## config.mk

```make
export PLATFORM = sky130hd
export DESIGN_NAME = uart_tx_flat
export DESIGN_NICKNAME = d
export VERILOG_FILES = /design/src/rtl/uart_pkg.sv /design/src/rtl/uart_tx_if.sv /design/src/rtl/uart_tx_baud_tick.sv /design/src/rtl/uart_tx.sv /design/src/flat_wrapper.sv
export SDC_FILE = /design/constraint.sdc
export NUM_CORES = 1
export LEC_CHECK = 0
export ABC_AREA = 1
export CAP_MARGIN = 20
export CORE_MARGIN = 4
export CORE_UTILIZATION = 40
export CTS_BUF_LIST = sky130_fd_sc_hd__clkbuf_4 sky130_fd_sc_hd__clkbuf_8
export DETAILED_ROUTE_END_ITERATION = 12
export PLACE_DENSITY = 0.65
export SETUP_SLACK_MARGIN = 0.02
export SYNTH_ARGS = -nofsm -noshare
export SYNTH_HDL_FRONTEND = slang
export SYNTH_SLANG_ARGS = --single-unit
```

## constraint.sdc

```tcl
create_clock -name i_clk -period 3.2 [get_ports i_clk]
set_input_delay 0.64 -clock i_clk [delete_from_list [all_inputs] [get_ports i_clk]]
set_output_delay 0.64 -clock i_clk [all_outputs]
set_load 0.005 [all_outputs]
```

## src/rtl/uart_pkg.sv

```systemverilog
// Shared constants and state encoding for the UART blocks.
// Used by the transmitter today and a future receiver.
package uart_pkg;

    localparam int DEFAULT_BAUD_DIV = 104;
    localparam int DATA_BITS        = 8;
    localparam int FRAME_BITS       = 10;

    localparam logic [1:0] ST_IDLE  = 2'd0;
    localparam logic [1:0] ST_START = 2'd1;
    localparam logic [1:0] ST_DATA  = 2'd2;
    localparam logic [1:0] ST_STOP  = 2'd3;

    typedef enum logic [1:0] {
        IDLE  = ST_IDLE,
        START = ST_START,
        DATA  = ST_DATA,
        STOP  = ST_STOP
    } state_t;

endpackage

```

## src/rtl/uart_tx_if.sv

```systemverilog
// Byte valid/ready handshake between the capture FIFO and
// the UART transmitter.
interface uart_tx_if;
    import uart_pkg::*;

    logic [DATA_BITS-1:0] data;
    logic                 valid;
    logic                 ready;

    modport master (output data, output valid, input ready);
    modport slave  (input data, input valid, output ready);

endinterface

```

## src/rtl/uart_tx_baud_tick.sv

```systemverilog
// Bit-period counter: counts 0..DIV-1 while enabled and
// flags the last cycle of each bit.
module baud_tick #(
    parameter int DIV = 104
) (
    input  logic i_clk,
    input  logic i_rst,
    input  logic i_en,
    input  logic i_clr,
    output logic o_tick
);

    localparam int W = (DIV > 1) ? $clog2(DIV) : 1;
    localparam logic [W-1:0] LAST = W'(DIV - 1);

    logic [W-1:0] r_cnt;

    assign o_tick = i_en && (r_cnt == LAST);

    always_ff @(posedge i_clk) begin
        if (i_rst || i_clr || !i_en) begin
            r_cnt <= '0;
        end else if (r_cnt == LAST) begin
            r_cnt <= '0;
        end else begin
            r_cnt <= r_cnt + 1'b1;
        end
    end

endmodule

```

## src/rtl/uart_tx.sv

```systemverilog
// 8N1 UART transmitter: accepts a byte over valid/ready and
// shifts it out LSB-first with one start and one stop bit.
module uart_tx
    import uart_pkg::*;
#(
    parameter int BAUD_DIV = DEFAULT_BAUD_DIV
) (
    input  logic       i_clk,
    input  logic       i_rst,
    uart_tx_if.slave   s_up,
    output logic       o_tx,
    output logic       o_busy
);

    state_t                r_state;
    state_t                w_state_nxt;
    logic [DATA_BITS-1:0]  r_shift;
    logic [DATA_BITS-1:0]  w_shift_nxt;
    logic [2:0]            r_idx;
    logic [2:0]            w_idx_nxt;
    logic                  r_tx;
    logic                  w_tx_nxt;
    logic                  r_ready;
    logic                  w_accept;
    logic                  w_en;
    logic                  w_tick;

    assign w_accept = s_up.valid && r_ready;
    assign w_en     = (r_state != IDLE);

    baud_tick #(
        .DIV (BAUD_DIV)
    ) u_baud (
        .i_clk  (i_clk),
        .i_rst  (i_rst),
        .i_en   (w_en),
        .i_clr  (w_accept),
        .o_tick (w_tick)
    );

    always_comb begin
        w_state_nxt = r_state;
        w_shift_nxt = r_shift;
        w_idx_nxt   = r_idx;
        unique case (r_state)
            IDLE: begin
                if (w_accept) begin
                    w_state_nxt = START;
                    w_shift_nxt = s_up.data;
                    w_idx_nxt   = '0;
                end
            end
            START: begin
                if (w_tick) w_state_nxt = DATA;
            end
            DATA: begin
                if (w_tick) begin
                    w_shift_nxt = {1'b0, r_shift[DATA_BITS-1:1]};
                    w_idx_nxt   = r_idx + 3'd1;
                    if (r_idx == 3'(DATA_BITS - 1)) w_state_nxt = STOP;
                end
            end
            STOP: begin
                if (w_tick) w_state_nxt = IDLE;
            end
        endcase
        // Line level is computed from the next state so tx is a clean flop.
        w_tx_nxt = 1'b1;
        if (w_state_nxt == START) begin
            w_tx_nxt = 1'b0;
        end else if (w_state_nxt == DATA) begin
            w_tx_nxt = w_shift_nxt[0];
        end
    end

    always_ff @(posedge i_clk) begin
        if (i_rst) begin
            r_state <= IDLE;
            r_shift <= '0;
            r_idx   <= '0;
            r_tx    <= 1'b1;
            r_ready <= 1'b0;
        end else begin
            r_state <= w_state_nxt;
            r_shift <= w_shift_nxt;
            r_idx   <= w_idx_nxt;
            r_tx    <= w_tx_nxt;
            r_ready <= (w_state_nxt == IDLE);
        end
    end

    assign o_tx       = r_tx;
    assign o_busy     = (r_state != IDLE);
    assign s_up.ready = r_ready;

endmodule

```

## src/flat_wrapper.sv

```systemverilog
// flat-port wrapper written by rule: the top's interface ports become plain ports
module uart_tx_flat import uart_pkg::*;
#(
    parameter int BAUD_DIV = DEFAULT_BAUD_DIV
)
  (i_clk, i_rst, o_tx, o_busy, s_up_data, s_up_valid, s_up_ready);
  uart_tx_if s_up_i ();
  input  logic i_clk;
  input  logic i_rst;
  output logic o_tx;
  output logic o_busy;
  input wire logic [$bits(s_up_i.data)-1:0] s_up_data;
  input wire logic [$bits(s_up_i.valid)-1:0] s_up_valid;
  output wire logic [$bits(s_up_i.ready)-1:0] s_up_ready;
  assign s_up_i.data = s_up_data;
  assign s_up_i.valid = s_up_valid;
  assign s_up_ready = s_up_i.ready;
  uart_tx #(.BAUD_DIV(BAUD_DIV)) u_core (.i_clk(i_clk), .i_rst(i_rst), .s_up(s_up_i), .o_tx(o_tx), .o_busy(o_busy));
endmodule
```

==> flow_metrics.py, run 1 <==
metrics = {
    "drt": {
        "vias": 843,
        "drtIter0Drc": 15,
        "via_per_inst": 5.08,
        "drcViolationCount": 0,
        "totalWireLength_mm": 1.85,
        "wl_per_cell_um": 11.1,
        "drtAntennaViolNets": 0,
        "drt_first_pass_iters": 4,
    },
    "place": {
        "gp_congestion": 0.742,
        "place_ws_ns": 1.03,
        "port_buffers": 13,
        "dpl.hpwl_mm": 1.41,
    },
    "sta": {
        "worst_pin_slew_ns": 0.613,
        "fin_ws_ns": 1.12,
        "finalSetupViolCount": 0,
        "finalCritPeriodShare_pct": 65.0,
        "finalSetupTns_ns": 0,
        "drv_slew": 0,
        "rsz0062_at_grt": "false",
        "fmax_mhz": 481,
        "fin_skew_ns": 0.00245,
        "whs_ns": 0.461,
        "finalHoldViolations": 0,
        "min_period_ns": 2.08,
        "maxSlewHeadroom_pct": 59.0,
    },
    "worst_setup_path": {
        "arrival_ns": 1.44,
        "slowest_delay_ns": 0.51,
        "required_ns": 2.56,
        "start_kind": "flop",
        "critPathBufInv": 2,
        "path_delay_family": "buffers and inverters",
        "worstPathMaxFanout": 5,
        "crit_chain": "nor2_2 -> inv_2 -> clkdlybuf4s50_1",
        "cp-end-kind": "output pin",
        "path_class": "reg2out",
        "crit_slowest_cell": "clkdlybuf4s50_1",
    },
    "logic_synthesis": {
        "synth_fp_nets": 138,
        "synthArstFlopShare_pct": 0,
        "synth_ff_type": "dfxtp_1",
        "synth_top_family_by_area": "simple AND/OR/NAND/NOR gates",
        "synth-edff-count": 0,
        "ys_warn_count": 0,
        "synth_cell_types": 27,
        "synth_area_per_cell_um2": 8.02,
        "netlist_area_um2": 995,
        "synth_compound_area_share_pct": 9.43,
        "synthSimpleGateAreaFrac_pct": 37.1,
        "synth_xor_xnor_area_share_pct": 0.881,
        "synth-seq-cells": 22,
        "synth-adder-area-share_pct": 3.77,
        "synthCells": 124,
        "synth-seq-area-share_pct": 44.3,
        "synthMuxAreaShare_pct": 0,
    },
    "clocking": {
        "htreeDepth": 1,
        "cts_buffer_depth": 2,
        "cts_tree": "yes",
        "post_cts_buffers": 0,
        "holdBufCountCts": 0,
        "clkTransAtPathRegs_ns": 0.11,
        "cts_sinks": 22,
        "numCtsBuffers": 3,
        "ctsRootBufferMaster": "clkbuf_4",
        "cts_resized": 0,
        "clkLatencyLatePin_ns": 0.29,
    },
    "floorplan": {
        "core_um2": 2300,
        "start_util_pct": 43.3,
        "ios": 14,
        "die-height_um": 57.9,
        "fp-row-count": 17,
        "die_area_um2": 3350,
        "die_w_um": 57.9,
    },
    "global_route": {
        "grt-ovfl-total": 0,
        "antenna_found_initial": 0,
        "grt_max_degree": 17,
        "grt_first_pass_wirelength_mm": 3.45,
        "grt_usage_pct": 13.0,
        "grt_pass1_vias": 839,
    },
    "outcome": {
        "status": "finished clean",
    },
    "finish": {
        "fill_cells": 239,
        "final_util_pct": 51.1,
        "area_delta_synth_final_pct": 18.0,
        "final_common_cell": "nand2_1",
        "antennaDiodeCount": 0,
        "final_cell_mix": "32 x nand2_1, 22 x dfxtp_1, 13 x clkdlybuf4s50_1",
        "drive_gt1_share_pct": 15.2,
        "nets": 154,
    },
    "hold_path": {
        "hold_path_class": "reg2reg",
    },
    "power": {
        "power_uw": 465,
        "p_leak_nw": 0.419,
        "peakVddDrop_mv": 0.258,
        "powerDensity_nw_per_um2": 396,
    },
    "run": {
        "cap_violations": 0,
    },
}
-- power by group --
| part | internal (mW) | total, mW | switching [mW] |
|---|---|---|---|
| logic | 0.0287 | 0.0582 | 0.0296 |
| registers | 0.283 | 0.288 | 0.00537 |
| clock network | 0.0438 | 0.118 | 0.0746 |
-- through the flow --
stage	std cells	cell area (um^2)
final	166	1170
after detailed placement	163	1150
after floorplan	124	995
after CTS	166	1170
after global routing	166	1170
after global placement	163	1150
-- path summary, 6_finish.rpt --
| check | startpoint | to | slack, ns | cells past startpoint |
|---|---|---|---|---|
| worst max-delay path | u_core.r_state[0] | o_busy | 1.12 | 3 |
| worst min-delay path | u_core.u_baud.r_cnt[0] | u_core.u_baud.r_cnt[0] | 0.46 | 1 |
| worst max register to register | u_core.u_baud.r_cnt[0] | u_core.o_tx | 1.73 | 10 |
| worst min register to register | u_core.u_baud.r_cnt[0] | u_core.u_baud.r_cnt[0] | 0.46 | 1 |
-- worst register-to-register path: cells and delay by family (launching register included) --
kind,cells,cell delay (ns)
and+or+nand+nor,9,0.80
DFF,1,0.37
adders and majority gates,1,0.21
-- cell usage after synthesis (2+ instances only) --
library cell,count,area (um^2)
nor2_2,5,31.3
nand2_2,4,25.0
a21oi_1,8,40.0
nand3_1,8,40.0
a31oi_1,6,37.5
nand4_1,3,18.8
inv_4,2,12.5
dfxtp_1,22,440
nand2_1,32,120
ha_1,3,37.5
nor3_1,3,15.0
nor2_1,10,37.5
inv_1,4,15.0
-- final cells by class --
| type | instances | area (um^2) | area share, % |
|---|---|---|---|
| Multi-Input combinational cell | 92 | 509 | 43.4 |
| Sequential cell | 22 | 440 | 37.5 |
| Timing Repair Buffer | 13 | 130 | 11.1 |
| Inverter | 8 | 36.3 | 3.09 |
| Tap cell | 28 | 35.0 | 2.99 |
| Clock buffer | 3 | 22.5 | 1.92 |
-- routing by layer --
metal / up-vias / track usage (%) / wire length (um)
met5: - / 0 / 0
met4: 0 / 5.96 / 18
met3: 2 / 2.45 / 76
met2: 14 / 21.1 / 861
met1: 381 / 16.4 / 891
li1: 446 / - / -
-- registers in the layout (all words and copies together), names as in the netlist --
| signal | count |
|---|---|
| u_core.o_tx | 1 |
| u_core.r_idx | 3 |
| u_core.r_shift | 8 |
| u_core.r_state | 2 |
| u_core.s_up.ready | 1 |
| u_core.u_baud.r_cnt | 7 |
-- logic make-up (layout without fill, tap and decap cells) --
| family | count (synthesis) | in the layout |
|---|---|---|
| AOI/OAI and AO/OA | 16 | 16 |
| xor gates and xnor gates | 1 | 1 |
| adders and majority gates | 3 | 3 |
| buffers and inverters | 10 | 24 |
| DFF | 22 | 22 |
| and+or+nand+nor | 72 | 72 |
(Power assumes the default switching activity.)
==> inputs of run 2 (changes only) <==
--- a/config.mk
+++ b/config.mk
@@ -11,7 +11,7 @@
 export CORE_UTILIZATION = 40
 export CTS_BUF_LIST = sky130_fd_sc_hd__clkbuf_4 sky130_fd_sc_hd__clkbuf_8
 export DETAILED_ROUTE_END_ITERATION = 12
-export PLACE_DENSITY = 0.65
+export PLACE_DENSITY = 0.67
 export SETUP_SLACK_MARGIN = 0.02
 export SYNTH_ARGS = -nofsm -noshare
 export SYNTH_HDL_FRONTEND = slang
==> constraint.sdc (replaced) <==
create_clock -name i_clk -period 1.8 [get_ports i_clk]
set_input_delay 0.36 -clock i_clk [delete_from_list [all_inputs] [get_ports i_clk]]
set_output_delay 0.36 -clock i_clk [all_outputs]
set_load 0.005 [all_outputs]
==> run 2 against run 1 <==
Highest routed layer unchanged. Clock skew hardly changed. Worst setup slack worse by 1.0 ns. Sequential share of layout area is 1.1 points lower. Clock power grew to 3.2 times the previous value. Utilization is 2.2 points higher. Sequential power is 78% higher. Total power is 120% higher. First-iteration DRC count is 13% lower. Combinational power is 86% higher. Register-to-register slack worse by 1.4 ns.
==> flow_metrics.py, run 2 (synthesis results as in run 1) <==
metrics = {
    "outcome": {
        "status": "finished clean",
    },
    "sta": {
        "finalSetupTns_ns": 0,
        "worst_pin_slew_ns": 0.359,
        "finalHoldViolations": 0,
        "rsz0062_at_grt": "false",
        "finalSetupViolCount": 0,
        "drv_slew": 0,
        "min_period_ns": 1.70,
        "finalCritPeriodShare_pct": 94.7,
        "fmax_mhz": 587,
        "fin_skew_ns": 0.00280,
        "maxSlewHeadroom_pct": 76.1,
    },
    "finish": {
        "fill_cells": 226,
        "multiInputGateArea_um2": 509,
        "final-seq-area_um2": 445,
        "final_common_cell": "nand2_1",
        "drive_gt1_share_pct": 18.4,
        "final_cell_mix": "32 x nand2_1, 20 x dfxtp_1, 13 x clkdlybuf4s50_1",
        "largest_reg_flops": 8,
        "regMostFlops": "u_core.r_shift",
        "antennaDiodeCount": 0,
        "area_delta_synth_final_pct": 23.0,
        "final_util_pct": 53.3,
        "nets": 156,
        "reg_top3": "u_core.r_shift: 8 flops, u_core.u_baud.r_cnt: 7 flops, u_core.r_idx: 3 flops",
    },
    "place": {
        "gp_congestion": 0.790,
        "port_buffers": 13,
        "dpl.hpwl_mm": 1.41,
    },
    "global_route": {
        "grt_first_pass_wirelength_mm": 3.15,
        "grt_usage_pct": 11.9,
        "antenna_found_initial": 0,
        "grt_pass1_vias": 753,
        "grt_max_degree": 16,
        "grt-ovfl-total": 0,
    },
    "clocking": {
        "numCtsBuffers": 3,
        "clkTransAtPathRegs_ns": 0.13,
        "holdBufCountCts": 0,
        "ctsRootBufferMaster": "clkbuf_4",
        "clkLatencyLatePin_ns": 0.31,
        "cts_sinks": 22,
        "htreeDepth": 1,
        "cts_buffer_depth": 2,
        "cts_tree": "yes",
    },
    "power": {
        "seqPwrFrac_pct": 51.1,
        "pwr-share-clk_pct": 38.1,
        "p_int_uw": 783,
        "power_mw": 1.00,
        "p_switching_uw": 218,
        "powerDensity_nw_per_um2": 818,
        "p_leak_nw": 0.445,
        "peakVddDrop_mv": 0.688,
        "pwr-share-comb_pct": 10.8,
        "p_sw_share_pct": 21.8,
    },
    "worst_setup_path": {
        "cp-end-kind": "output pin",
        "path_class": "reg2out",
        "worstPathMaxFanout": 3,
        "regToRegSetupSlack_ns": 0.34,
        "worstReg2RegStart": "u_core.u_baud.r_cnt[0]",
        "r2r_end": "u_core.o_tx",
        "worstRegToRegCells": 10,
        "arrival_ns": 1.34,
        "required_ns": 1.44,
        "crit_path_end": "o_busy",
        "crit_path_start": "u_core.r_state[0]",
        "start_kind": "flop",
    },
    "floorplan": {
        "ios": 14,
        "core_um2": 2300,
        "die_area_um2": 3350,
        "start_util_pct": 43.3,
        "die-height_um": 57.9,
        "fp-row-count": 17,
        "die_w_um": 57.9,
    },
    "drt": {
        "drtAntennaViolNets": 0,
        "wl_per_cell_um": 10.8,
        "via_per_inst": 5.09,
        "drcViolationCount": 0,
        "totalWireLength_mm": 1.83,
        "drtIter0Drc": 13,
        "drt_first_pass_iters": 4,
        "vias": 861,
    },
    "run": {
        "cap_violations": 0,
    },
    "hold_path": {
        "hold_path_class": "reg2reg",
    },
}
-- run 2: changes by cell type in the layout (fill, tap and decap cells not counted) --
cell,before,now
buf_4,0,2
dfxtp_1,22,20
bufinv_16,0,1
dfxtp_2,0,1
dfxtp_4,0,1
-- run 2: repair_timing --
action,in CTS,in global routing
endpoints found under the setup margin,1,1
resized for setup,1,2
setup buffers,0,1
-- run 2: metal layers --
layer | GRT usage, % | share of wire (%)
met1 | 14.7 | 48
met2 | 19.7 | 44
met3 | 4.90 | 6.8
met4 | 1.99 | 0.71
met5 | 0 | 0
-- run 2: area by class of cell --
class	instances	area share, %
Clock buffer	3	1.84
Clock inverter	1	2.45
Inverter	8	2.97
Multi-Input combinational cell	92	41.6
Sequential cell	22	36.4
Tap cell	28	2.86
Timing Repair Buffer	15	11.9
-- run 2: power groups by stage --
stage,Clock (mW),Sequential [mW],Combinational (mW)
finish,0.382,0.512,0.108
floorplan,0,0.523,0.0594
CTS,0.398,0.513,0.105
detailed placement,0,0.524,0.105
global route,0.419,0.514,0.119
global placement,0,0.524,0.103
-- run 2: how the worst min path moves through the flow --
stage / startpoint / end / slack (ns) / depth (start not counted)
2_1_floorplan: u_core.u_baud.r_cnt[0] / u_core.u_baud.r_cnt[0] / 0.42 / 1
3_3_place_gp: u_core.u_baud.r_cnt[0] / u_core.u_baud.r_cnt[0] / 0.43 / 1
3_5_place_dp: u_core.u_baud.r_cnt[0] / u_core.u_baud.r_cnt[0] / 0.44 / 1
4_1_cts: u_core.u_baud.r_cnt[0] / u_core.u_baud.r_cnt[0] / 0.46 / 1
5_1_grt: u_core.u_baud.r_cnt[0] / u_core.u_baud.r_cnt[0] / 0.49 / 1
6_report: u_core.u_baud.r_cnt[0] / u_core.u_baud.r_cnt[0] / 0.46 / 1
-- run 2: per-stage QoR --
stage	setup slack [ns]	hold WS (ns)	instances	area [um^2]
floorplan	0.487	0.418	124	995
global placement	0.166	0.432	164	1160
detailed placement	0.140	0.439	164	1160
CTS	0.0346	0.458	168	1210
global route	0.0305	0.489	169	1220
finish	0.0960	0.458	169	1220
-- run 2: critical path, cell delays in order, from the launching register on --
cell             delay [ns]
dfxtp_4                0.38
nor2_2                 0.04
inv_2                  0.09
clkdlybuf4s50_1        0.51
